### src/rtl/alu_arbiter_if.sv
// Bundle of the two request ports, the ALU operand/result bus and the response port.
// "slave" is the arbiter side; "master" is the requesters, ALU and consumer side.
interface alu_arbiter_if;
    logic       req0_valid;
    logic [2:0] req0_opcode;
    logic [3:0] req0_a;
    logic [3:0] req0_b;
    logic       req0_ready;

    logic       req1_valid;
    logic [2:0] req1_opcode;
    logic [3:0] req1_a;
    logic [3:0] req1_b;
    logic       req1_ready;

    logic [2:0] alu_opcode;
    logic [3:0] alu_src_a;
    logic [3:0] alu_src_b;
    logic [5:0] alu_out;
    logic       alu_overflow;
    logic       alu_zero;

    logic       rsp_valid;
    logic       rsp_ready;
    logic       rsp_id;
    logic [5:0] rsp_data;
    logic       rsp_overflow;
    logic       rsp_zero;

    modport slave (
        input  req0_valid, req0_opcode, req0_a, req0_b,
        output req0_ready,
        input  req1_valid, req1_opcode, req1_a, req1_b,
        output req1_ready,
        output alu_opcode, alu_src_a, alu_src_b,
        input  alu_out, alu_overflow, alu_zero,
        output rsp_valid, rsp_id, rsp_data, rsp_overflow, rsp_zero,
        input  rsp_ready
    );

    modport master (
        output req0_valid, req0_opcode, req0_a, req0_b,
        input  req0_ready,
        output req1_valid, req1_opcode, req1_a, req1_b,
        input  req1_ready,
        input  alu_opcode, alu_src_a, alu_src_b,
        output alu_out, alu_overflow, alu_zero,
        input  rsp_valid, rsp_id, rsp_data, rsp_overflow, rsp_zero,
        output rsp_ready
    );
endinterface

### src/rtl/alu_arbiter.sv
// Round-robin arbiter sharing one combinational ALU between two requesters.
// Define ALU_ARB_FIXED_PRIO_EN for strict priority to requester 0.
module alu_arbiter #(
    parameter int CNT_W = 8
) (
    input  logic             clk,
    input  logic             reset,
    alu_arbiter_if.slave     bus,
    output logic [CNT_W-1:0] op_cnt,
    output logic [1:0]       dbg_state_o
);

    typedef enum logic [1:0] {
        IDLE = 2'd0,
        EXEC = 2'd1,
        RESP = 2'd2
    } state_e;

    state_e           state_q, state_d;
    logic             prio_q, prio_d;
    logic             win_q, win_d;
    logic [2:0]       alu_opcode_q, alu_opcode_d;
    logic [3:0]       alu_src_a_q, alu_src_a_d;
    logic [3:0]       alu_src_b_q, alu_src_b_d;
    logic             rsp_valid_q, rsp_valid_d;
    logic             rsp_id_q, rsp_id_d;
    logic [5:0]       rsp_data_q, rsp_data_d;
    logic             rsp_ovf_q, rsp_ovf_d;
    logic             rsp_zero_q, rsp_zero_d;
    logic [CNT_W-1:0] op_cnt_q, op_cnt_d;
    logic             grant0, grant1;

    // Handshakes: a transfer happens on a rising edge where valid and ready are
    // both high; requesters hold valid/payload until ready, the response holds
    // until rsp_ready. reqN_ready is the only combinational output.
    always_comb begin
        grant0 = bus.req0_valid && (!bus.req1_valid || !prio_q);
        grant1 = bus.req1_valid && (!bus.req0_valid || prio_q);
    end

    always_comb begin
        state_d        = state_q;
        prio_d         = prio_q;
        win_d          = win_q;
        alu_opcode_d   = alu_opcode_q;
        alu_src_a_d    = alu_src_a_q;
        alu_src_b_d    = alu_src_b_q;
        rsp_valid_d    = rsp_valid_q;
        rsp_id_d       = rsp_id_q;
        rsp_data_d     = rsp_data_q;
        rsp_ovf_d      = rsp_ovf_q;
        rsp_zero_d     = rsp_zero_q;
        op_cnt_d       = op_cnt_q;
        bus.req0_ready = 1'b0;
        bus.req1_ready = 1'b0;

        case (state_q)
            IDLE: begin
                bus.req0_ready = grant0 && !reset;
                bus.req1_ready = grant1 && !reset;
                if (grant0 || grant1) begin
                    alu_opcode_d = grant1 ? bus.req1_opcode : bus.req0_opcode;
                    alu_src_a_d  = grant1 ? bus.req1_a      : bus.req0_a;
                    alu_src_b_d  = grant1 ? bus.req1_b      : bus.req0_b;
                    win_d        = grant1;
`ifdef ALU_ARB_FIXED_PRIO_EN
                    prio_d       = 1'b0;
`else
                    prio_d       = ~grant1;
`endif
                    state_d      = EXEC;
                end
            end
            EXEC: begin
                rsp_data_d  = bus.alu_out;
                rsp_ovf_d   = bus.alu_overflow;
                rsp_zero_d  = bus.alu_zero;
                rsp_id_d    = win_q;
                rsp_valid_d = 1'b1;
                state_d     = RESP;
            end
            RESP: begin
                if (rsp_valid_q && bus.rsp_ready) begin
                    rsp_valid_d = 1'b0;
                    op_cnt_d    = op_cnt_q + CNT_W'(1);
                    state_d     = IDLE;
                end
            end
            default: state_d = IDLE;
        endcase
    end

    always_ff @(posedge clk) begin
        if (reset) begin
            state_q      <= IDLE;
            prio_q       <= 1'b0;
            win_q        <= 1'b0;
            alu_opcode_q <= '0;
            alu_src_a_q  <= '0;
            alu_src_b_q  <= '0;
            rsp_valid_q  <= 1'b0;
            rsp_id_q     <= 1'b0;
            rsp_data_q   <= '0;
            rsp_ovf_q    <= 1'b0;
            rsp_zero_q   <= 1'b0;
            op_cnt_q     <= '0;
        end else begin
            state_q      <= state_d;
            prio_q       <= prio_d;
            win_q        <= win_d;
            alu_opcode_q <= alu_opcode_d;
            alu_src_a_q  <= alu_src_a_d;
            alu_src_b_q  <= alu_src_b_d;
            rsp_valid_q  <= rsp_valid_d;
            rsp_id_q     <= rsp_id_d;
            rsp_data_q   <= rsp_data_d;
            rsp_ovf_q    <= rsp_ovf_d;
            rsp_zero_q   <= rsp_zero_d;
            op_cnt_q     <= op_cnt_d;
        end
    end

    assign bus.alu_opcode   = alu_opcode_q;
    assign bus.alu_src_a    = alu_src_a_q;
    assign bus.alu_src_b    = alu_src_b_q;
    assign bus.rsp_valid    = rsp_valid_q;
    assign bus.rsp_id       = rsp_id_q;
    assign bus.rsp_data     = rsp_data_q;
    assign bus.rsp_overflow = rsp_ovf_q;
    assign bus.rsp_zero     = rsp_zero_q;
    assign op_cnt           = op_cnt_q;
    assign dbg_state_o      = state_q;

endmodule

### src/flat_wrapper.sv
// flat-port wrapper written by rule: the top's interface ports become plain ports
module alu_arbiter_flat 
#(
    parameter int CNT_W = 8
)
  (clk, reset, op_cnt, dbg_state_o, bus_req0_valid, bus_req0_opcode, bus_req0_a, bus_req0_b, bus_req0_ready, bus_req1_valid, bus_req1_opcode, bus_req1_a, bus_req1_b, bus_req1_ready, bus_alu_opcode, bus_alu_src_a, bus_alu_src_b, bus_alu_out, bus_alu_overflow, bus_alu_zero, bus_rsp_valid, bus_rsp_id, bus_rsp_data, bus_rsp_overflow, bus_rsp_zero, bus_rsp_ready);
  alu_arbiter_if bus_i ();
  input  logic clk;
  input  logic reset;
  output logic [CNT_W-1:0] op_cnt;
  output logic [1:0] dbg_state_o;
  input wire logic [$bits(bus_i.req0_valid)-1:0] bus_req0_valid;
  input wire logic [$bits(bus_i.req0_opcode)-1:0] bus_req0_opcode;
  input wire logic [$bits(bus_i.req0_a)-1:0] bus_req0_a;
  input wire logic [$bits(bus_i.req0_b)-1:0] bus_req0_b;
  output wire logic [$bits(bus_i.req0_ready)-1:0] bus_req0_ready;
  input wire logic [$bits(bus_i.req1_valid)-1:0] bus_req1_valid;
  input wire logic [$bits(bus_i.req1_opcode)-1:0] bus_req1_opcode;
  input wire logic [$bits(bus_i.req1_a)-1:0] bus_req1_a;
  input wire logic [$bits(bus_i.req1_b)-1:0] bus_req1_b;
  output wire logic [$bits(bus_i.req1_ready)-1:0] bus_req1_ready;
  output wire logic [$bits(bus_i.alu_opcode)-1:0] bus_alu_opcode;
  output wire logic [$bits(bus_i.alu_src_a)-1:0] bus_alu_src_a;
  output wire logic [$bits(bus_i.alu_src_b)-1:0] bus_alu_src_b;
  input wire logic [$bits(bus_i.alu_out)-1:0] bus_alu_out;
  input wire logic [$bits(bus_i.alu_overflow)-1:0] bus_alu_overflow;
  input wire logic [$bits(bus_i.alu_zero)-1:0] bus_alu_zero;
  output wire logic [$bits(bus_i.rsp_valid)-1:0] bus_rsp_valid;
  output wire logic [$bits(bus_i.rsp_id)-1:0] bus_rsp_id;
  output wire logic [$bits(bus_i.rsp_data)-1:0] bus_rsp_data;
  output wire logic [$bits(bus_i.rsp_overflow)-1:0] bus_rsp_overflow;
  output wire logic [$bits(bus_i.rsp_zero)-1:0] bus_rsp_zero;
  input wire logic [$bits(bus_i.rsp_ready)-1:0] bus_rsp_ready;
  assign bus_i.req0_valid = bus_req0_valid;
  assign bus_i.req0_opcode = bus_req0_opcode;
  assign bus_i.req0_a = bus_req0_a;
  assign bus_i.req0_b = bus_req0_b;
  assign bus_req0_ready = bus_i.req0_ready;
  assign bus_i.req1_valid = bus_req1_valid;
  assign bus_i.req1_opcode = bus_req1_opcode;
  assign bus_i.req1_a = bus_req1_a;
  assign bus_i.req1_b = bus_req1_b;
  assign bus_req1_ready = bus_i.req1_ready;
  assign bus_alu_opcode = bus_i.alu_opcode;
  assign bus_alu_src_a = bus_i.alu_src_a;
  assign bus_alu_src_b = bus_i.alu_src_b;
  assign bus_i.alu_out = bus_alu_out;
  assign bus_i.alu_overflow = bus_alu_overflow;
  assign bus_i.alu_zero = bus_alu_zero;
  assign bus_rsp_valid = bus_i.rsp_valid;
  assign bus_rsp_id = bus_i.rsp_id;
  assign bus_rsp_data = bus_i.rsp_data;
  assign bus_rsp_overflow = bus_i.rsp_overflow;
  assign bus_rsp_zero = bus_i.rsp_zero;
  assign bus_i.rsp_ready = bus_rsp_ready;
  alu_arbiter #(.CNT_W(CNT_W)) u_core (.clk(clk), .reset(reset), .bus(bus_i), .op_cnt(op_cnt), .dbg_state_o(dbg_state_o));
endmodule
### config.mk
export PLATFORM = sky130hd
export DESIGN_NAME = alu_arbiter_flat
export DESIGN_NICKNAME = d
export VERILOG_FILES = /design/src/rtl/alu_arbiter_if.sv /design/src/rtl/alu_arbiter.sv /design/src/flat_wrapper.sv
export SDC_FILE = /design/constraint.sdc
export NUM_CORES = 1
export LEC_CHECK = 0
export BUFFER_PORTS_ARGS = -buffer_cell sky130_fd_sc_hd__clkbuf_2
export CAP_MARGIN = 20
export CORE_AREA = 2 2 60 62
export CTS_CLUSTER_SIZE = 10
export DETAILED_ROUTE_END_ITERATION = 10
export DIE_AREA = 0 0 62 64
export PLACE_DENSITY = 0.87
export SLEW_MARGIN = 20
export SYNTH_ARGS = -nofsm -noshare
export SYNTH_HDL_FRONTEND = slang
export SYNTH_SLANG_ARGS = --single-unit
### constraint.sdc
create_clock -name clk -period 3.92 [get_ports clk]
set_input_delay 0.196 -clock clk [delete_from_list [all_inputs] [get_ports clk]]
set_output_delay 0.196 -clock clk [all_outputs]
set_load 0.01 [all_outputs]
==> results.cfg, run 1 <==
[status]
status = finished, final reports clean

[timing]
max-slew-margin-rel_pct = 54.5
hold_ws_ns = 0.0727
tns_ns = 0
finalHoldViolCount = 0
worst_pin_slew_ns = 0.682
max_freq_mhz = 508
rsz0062_at_grt = no
slew_violations = 0
skew_ns = 0.00876
finalCritPeriodShare_pct = 50.2
setup_violations = 0
min_period_ns = 1.97

[finish]
final_cells = 280
final-seq-area_um2 = 661
multi_input_area_um2 = 713
nets = 269
n_antenna_cell = 0
fillerInstances = 333
drive_gt1_share_pct = 34.6
fin_area_um2 = 1850
areaGrowthSynthToFinish_pct = 27.9

[placement]
placed_area_um2 = 1780
port_buffers = 67
place.gp.congestion = 0.741
dp_hpwl_um = 2430
dp.cells = 272

[synth]
synth_fa_ha_area_share_pct = 0.864
yosys.area.top_type = dfxtp_1
yosys.area_share.simple_pct = 22.1
ys_top_cells_by_count = dfxtp_1 (33), a21oi_1 (29), nand2_1 (21)
yosysUniqueCellTypes = 31
yosys_warnings = 0
synth_nets = 210
postSynthAreaPerCell_um2 = 8.32
synthCells = 174
synth.yosys.seq_area_share_pct = 45.6
synth_compound_area_share_pct = 23.9
synth_area_um2 = 1450
synth.most_common_cell = dfxtp_1
synth_top_cell_area_share_pct = 45.6
synthArstFlopShare_pct = 0
synth_xor_area_share_pct = 0.605
synth-seq-cells = 33
synth_top_family_by_area = compound AO/OA/AOI/OAI gates
yosys-top-cells-area = dfxtp_1 (46%), a21oi_1 (10%), a311oi_1 (7.3%), nand2_1 (5.4%), nand3_1 (4.8%)
synth_ff_type = dfxtp_1
synthMuxAreaShare_pct = 1.47
synth-edff-count = 0

[die]
ios = 68
dieArea_um2 = 3970
fp-row-count = 21
core-area_um2 = 3280
die_w_um = 62
initial_core_util_pct = 44.1
die_height_um = 64

[detailed_routing]
avgViaCountPerCell = 5.21
met3_length_um = 262
dr_wl_met2_um = 1620
ant_nets = 0
routedWlPerCell_um = 12.4
first_pass_iters = 4
drcViolationCount = 0
drt-met1-wl_um = 1520
wl_um = 3460
highest_layer = met4
num_vias = 1459
first_iter_violations = 108

[cts]
ctsResizeCount = 0
insertion_delay_ns = 0.33
cts.path.max_buffers = 2
cts_hold_buf = 0
cts-htree-levels = 2
cts_buffers = 5
clock-sinks = 33
clk_pin_slew_worst_paths_ns = 0.10
post-cts-setup-buffers = 0
cts-root-buf = clkbuf_4
cts_tree = yes

[min_path]
worstHoldStart = bus_alu_out[3]
hold_depth = 3
min_path_type = input port to register
hold-path-endpoint = u_core.bus.rsp_data[3]$_SDFFE_PP0P_

[critical_path]
critPathMaxFanout = 17
required_ns = 3.72
critPathLaunchType = register
reg2regPathDepth = 3
arrival_ns = 1.77
worstReg2RegStart = u_core.dbg_state_o[1]$_SDFFE_PP0P_
end_kind = output port
critPathKind = register to output port
regToRegSetupSlack_ns = 2.32
timing.rr.end = u_core.op_cnt[7]$_SDFFE_PP0P_

[power]
powerDensity_nw_per_um2 = 399
vdd_ir_drop_max_mv = 0.204
leakagePower_uw = 0.000821

[grt]
grt_antenna_before_repair = 0
grt_usage_pct = 18.8
grt_max_degree = 37
grt_pass1_vias = 1301
grt_overflow = 0
grt_pass1_wl_um = 5590

[flow_run]
drv_cap = 0
## power by group
group          switching (uW)  internal, uW
combinational            82.6          60.4
clock                     110           104
sequential               19.6           362
## cells in the final DEF (no fill, tap or decap), types with 2 or more instances in the layout
master / n
clkbuf_4: 5
clkbuf_2: 67
or4_1: 2
nand3_1: 14
inv_1: 4
dfxtp_1: 33
a311oi_1: 12
nand2b_1: 2
nand2_1: 21
nor2b_1: 2
nor2_1: 5
o31ai_1: 2
o21ai_0: 14
clkbuf_8: 2
or3_1: 3
a21oi_1: 29
nor4_1: 2
## final cells by class
type,instances,share of cell area (%)
Tap cell,46,3.11
Clock inverter,1,0.270
Clock buffer,7,3.51
Inverter,4,0.811
Sequential cell,33,35.7
Timing Repair Buffer,67,18.1
Multi-Input combinational cell,122,38.5
## how the worst max path moves through the flow
stage                                            start                               endpoint  slack (ns)  cells after the start
floorplan           u_core.dbg_state_o[1]$_SDFFE_PP0P_                         bus_req1_ready        2.42                      3
global placement                        bus_req1_valid   u_core.bus.alu_src_a[0]$_SDFFE_PP0P_        2.11                      4
detailed placement                      bus_req1_valid  u_core.bus.alu_opcode[0]$_SDFFE_PP0P_        2.05                      4
CTS                 u_core.dbg_state_o[1]$_SDFFE_PP0P_                         bus_req1_ready        1.94                      3
global route        u_core.dbg_state_o[1]$_SDFFE_PP0P_                         bus_req1_ready        1.73                      3
finish              u_core.dbg_state_o[1]$_SDFFE_PP0P_                         bus_req1_ready        1.95                      3
## layer usage
metal	vias up	track usage, %
li1	751	-
met1	643	22.3
met2	56	29.7
met3	9	7.69
met4	0	7.18
met5	-	0
## per-stage QoR
| stage | worst slack (ns) | power [uW] | utilization, % |
|---|---|---|---|
| 4_1_cts | 1.94 | 748 | 56.2 |
| 5_1_grt | 1.73 | 785 | 56.4 |
| 3_3_place_gp | 2.11 | 530 | 54.1 |
| 6_report | 1.95 | 739 | 56.4 |
| 3_5_place_dp | 2.05 | 533 | 54.1 |
| 2_1_floorplan | 2.42 | 478 | - |
## sequential cells by signal, summed over array words and instances, names as in the netlist
signal,cells
u_core.bus.alu_src_a,4
u_core.bus.rsp_id,1
u_core.prio_q,1
u_core.bus.alu_opcode,3
u_core.bus.rsp_overflow,1
u_core.bus.alu_src_b,4
u_core.dbg_state_o,2
u_core.op_cnt,8
u_core.bus.rsp_valid,1
u_core.win_q,1
u_core.bus.rsp_zero,1
u_core.bus.rsp_data,6
## critical path, stage by stage, from the launching register on
cell	delay (ns)
dfxtp_1	0.43
nor2_2	0.55
nor4b_1	0.29
clkbuf_2	0.18
## kinds of logic after synthesis
logic type,after synthesis
AO/OA/AOI/OAI,58
XOR/XNOR,1
adder cells (fa/ha/maj),1
buffers and inverters,19
flip-flops,33
multiplexers,2
AND/OR/NAND/NOR,60
No activity file was read; power rests on OpenSTA's default activity.
==> run 2, diff against run 1 <==
clock period = 2 ns   (was 3.92 ns; I/O delays follow)
==> run 2 against run 1 <==
Worst hold slack got worse by 0.061 ns; setup slack lost 1.6 ns; largest power group unchanged; flip-flop and latch count unchanged; final cell count increased by 5.0%; register-to-register slack lost 1.9 ns; power increased by 100%.
==> results.cfg, run 2 (synthesis results as in run 1) <==
[detailed_routing]
first_iter_violations = 137
num_vias = 1519
ant_nets = 0
avgViaCountPerCell = 5.17
drcViolationCount = 0
routedWlPerCell_um = 12.7
wl_um = 3720
first_pass_iters = 4

[power]
vdd_ir_drop_max_mv = 0.377
leakagePower_uw = 0.000880
finalPower_uw = 1490
powerDensity_nw_per_um2 = 750

[finish]
nets = 283
fin_area_um2 = 1980
areaGrowthSynthToFinish_pct = 36.7
drive_gt1_share_pct = 33.5
n_antenna_cell = 0
final-seq-area_um2 = 661
multi_input_area_um2 = 708
layout_common_cells = clkbuf_2 (67), dfxtp_1 (33), a21oi_1 (29)
fillerInstances = 289
layout_commonest_cell = clkbuf_2
largest_register_ffs = 8

[die]
initial_core_util_pct = 44.1
fp-row-count = 21
die_w_um = 62
ios = 68
core-area_um2 = 3280
die_height_um = 64
dieArea_um2 = 3970

[grt]
grt_antenna_before_repair = 0
grt_max_degree = 22
grt_pass1_wl_um = 5820
grt_overflow = 0
grt_pass1_vias = 1342
grt_usage_pct = 19.5

[timing]
setup_violations = 0
max-slew-margin-rel_pct = 51.4
min_period_ns = 1.69
finalCritPeriodShare_pct = 84.7
tns_ns = 0
max_freq_mhz = 590
skew_ns = 0.0110
worst_pin_slew_ns = 0.728
slew_violations = 0
worst_slack_ns = 0.306
rsz0062_at_grt = no
finalHoldViolCount = 0

[critical_path]
crit_buf_inv = 1
arrival_ns = 1.59
cp_slowest_cell = dfxtp_1
critPathLaunchType = register
end_kind = output port
required_ns = 1.90
max_stage_delay_ns = 0.41
cpLargestDelayFamily = simple AND/OR/NAND/NOR gates
critPathKind = register to output port
critPathMaxFanout = 11
worstPathCellList = nor2_2 -> nor4b_1 -> clkbuf_2

[cts]
cts-root-buf = clkbuf_4
clock-sinks = 33
cts.path.max_buffers = 2
cts-htree-levels = 2
insertion_delay_ns = 0.34
cts_buffers = 5
cts_tree = yes
clk_pin_slew_worst_paths_ns = 0.11

[placement]
place.gp.congestion = 0.776
place_ws_ns = 0.468
dp_hpwl_um = 2480
port_buffers = 67
placed_area_um2 = 1800

[min_path]
min_path_type = input port to register

[status]
status = finished, final reports clean

[flow_run]
drv_cap = 0
-- run 2: final cells by class --
cell class / count / area share (%)
Multi-Input combinational cell: 122 / 35.8
Clock inverter: 1 / 0.253
Timing Repair Buffer: 81 / 23.6
Inverter: 4 / 0.759
Tap cell: 46 / 2.91
Clock buffer: 7 / 3.29
Sequential cell: 33 / 33.4
-- run 2: worst paths after layout --
check | startpoint | depth (start not counted) | slack, ns | end
max reg2reg | u_core.dbg_state_o[1]$_SDFFE_PP0P_ | 3 | 0.45 | u_core.op_cnt[7]$_SDFFE_PP0P_
min | bus_req0_a[2] | 3 | 0.01 | u_core.bus.alu_src_a[2]$_SDFFE_PP0P_
min reg2reg | u_core.bus.rsp_id$_SDFFE_PP0P_ | 2 | 0.46 | u_core.bus.rsp_id$_SDFFE_PP0P_
max | u_core.dbg_state_o[1]$_SDFFE_PP0P_ | 3 | 0.31 | bus_req1_ready
-- run 2: through the flow --
step / cells / utilization (%) / hold WS [ns]
2_1_floorplan: 174 / - / 0.236
3_3_place_gp: 275 / 54.8 / 0.328
3_5_place_dp: 275 / 54.8 / 0.328
4_1_cts: 294 / 60.3 / 0.00150
5_1_grt: 294 / 60.3 / 0.000493
6_report: 294 / 60.3 / 0.0122
-- run 2: report_power, final --
part / switching (uW) / internal, uW / leakage [uW]
clock: 220 / 204 / 0.0000413
combinational: 172 / 140 / 0.000568
sequential: 38.8 / 710 / 0.000271
total: 432 / 1050 / 0.000880
-- run 2: timing repair --
item / CTS / global route
endpoints found under the hold margin: 11 / 0
setup endpoints to repair: 0 / 0
resized for setup: 0 / 0
hold buffers: 11 / 0
setup buffers: 0 / 0
-- run 2: per-layer routing --
layer	up-vias	wire length [um]	global-route usage, %
met5	-	0	0
met1	678	1570	20.7
li1	778	-	-
met4	0	57	7.18
met3	6	267	7.29
met2	57	1830	33.9
-- run 2: worst min-delay path, delay by kind of cell --
| kind | cells | cell delay [ns] |
|---|---|---|
| buffers and inverters | 1 | 0.07 |
| AO/OA/AOI/OAI | 2 | 0.13 |
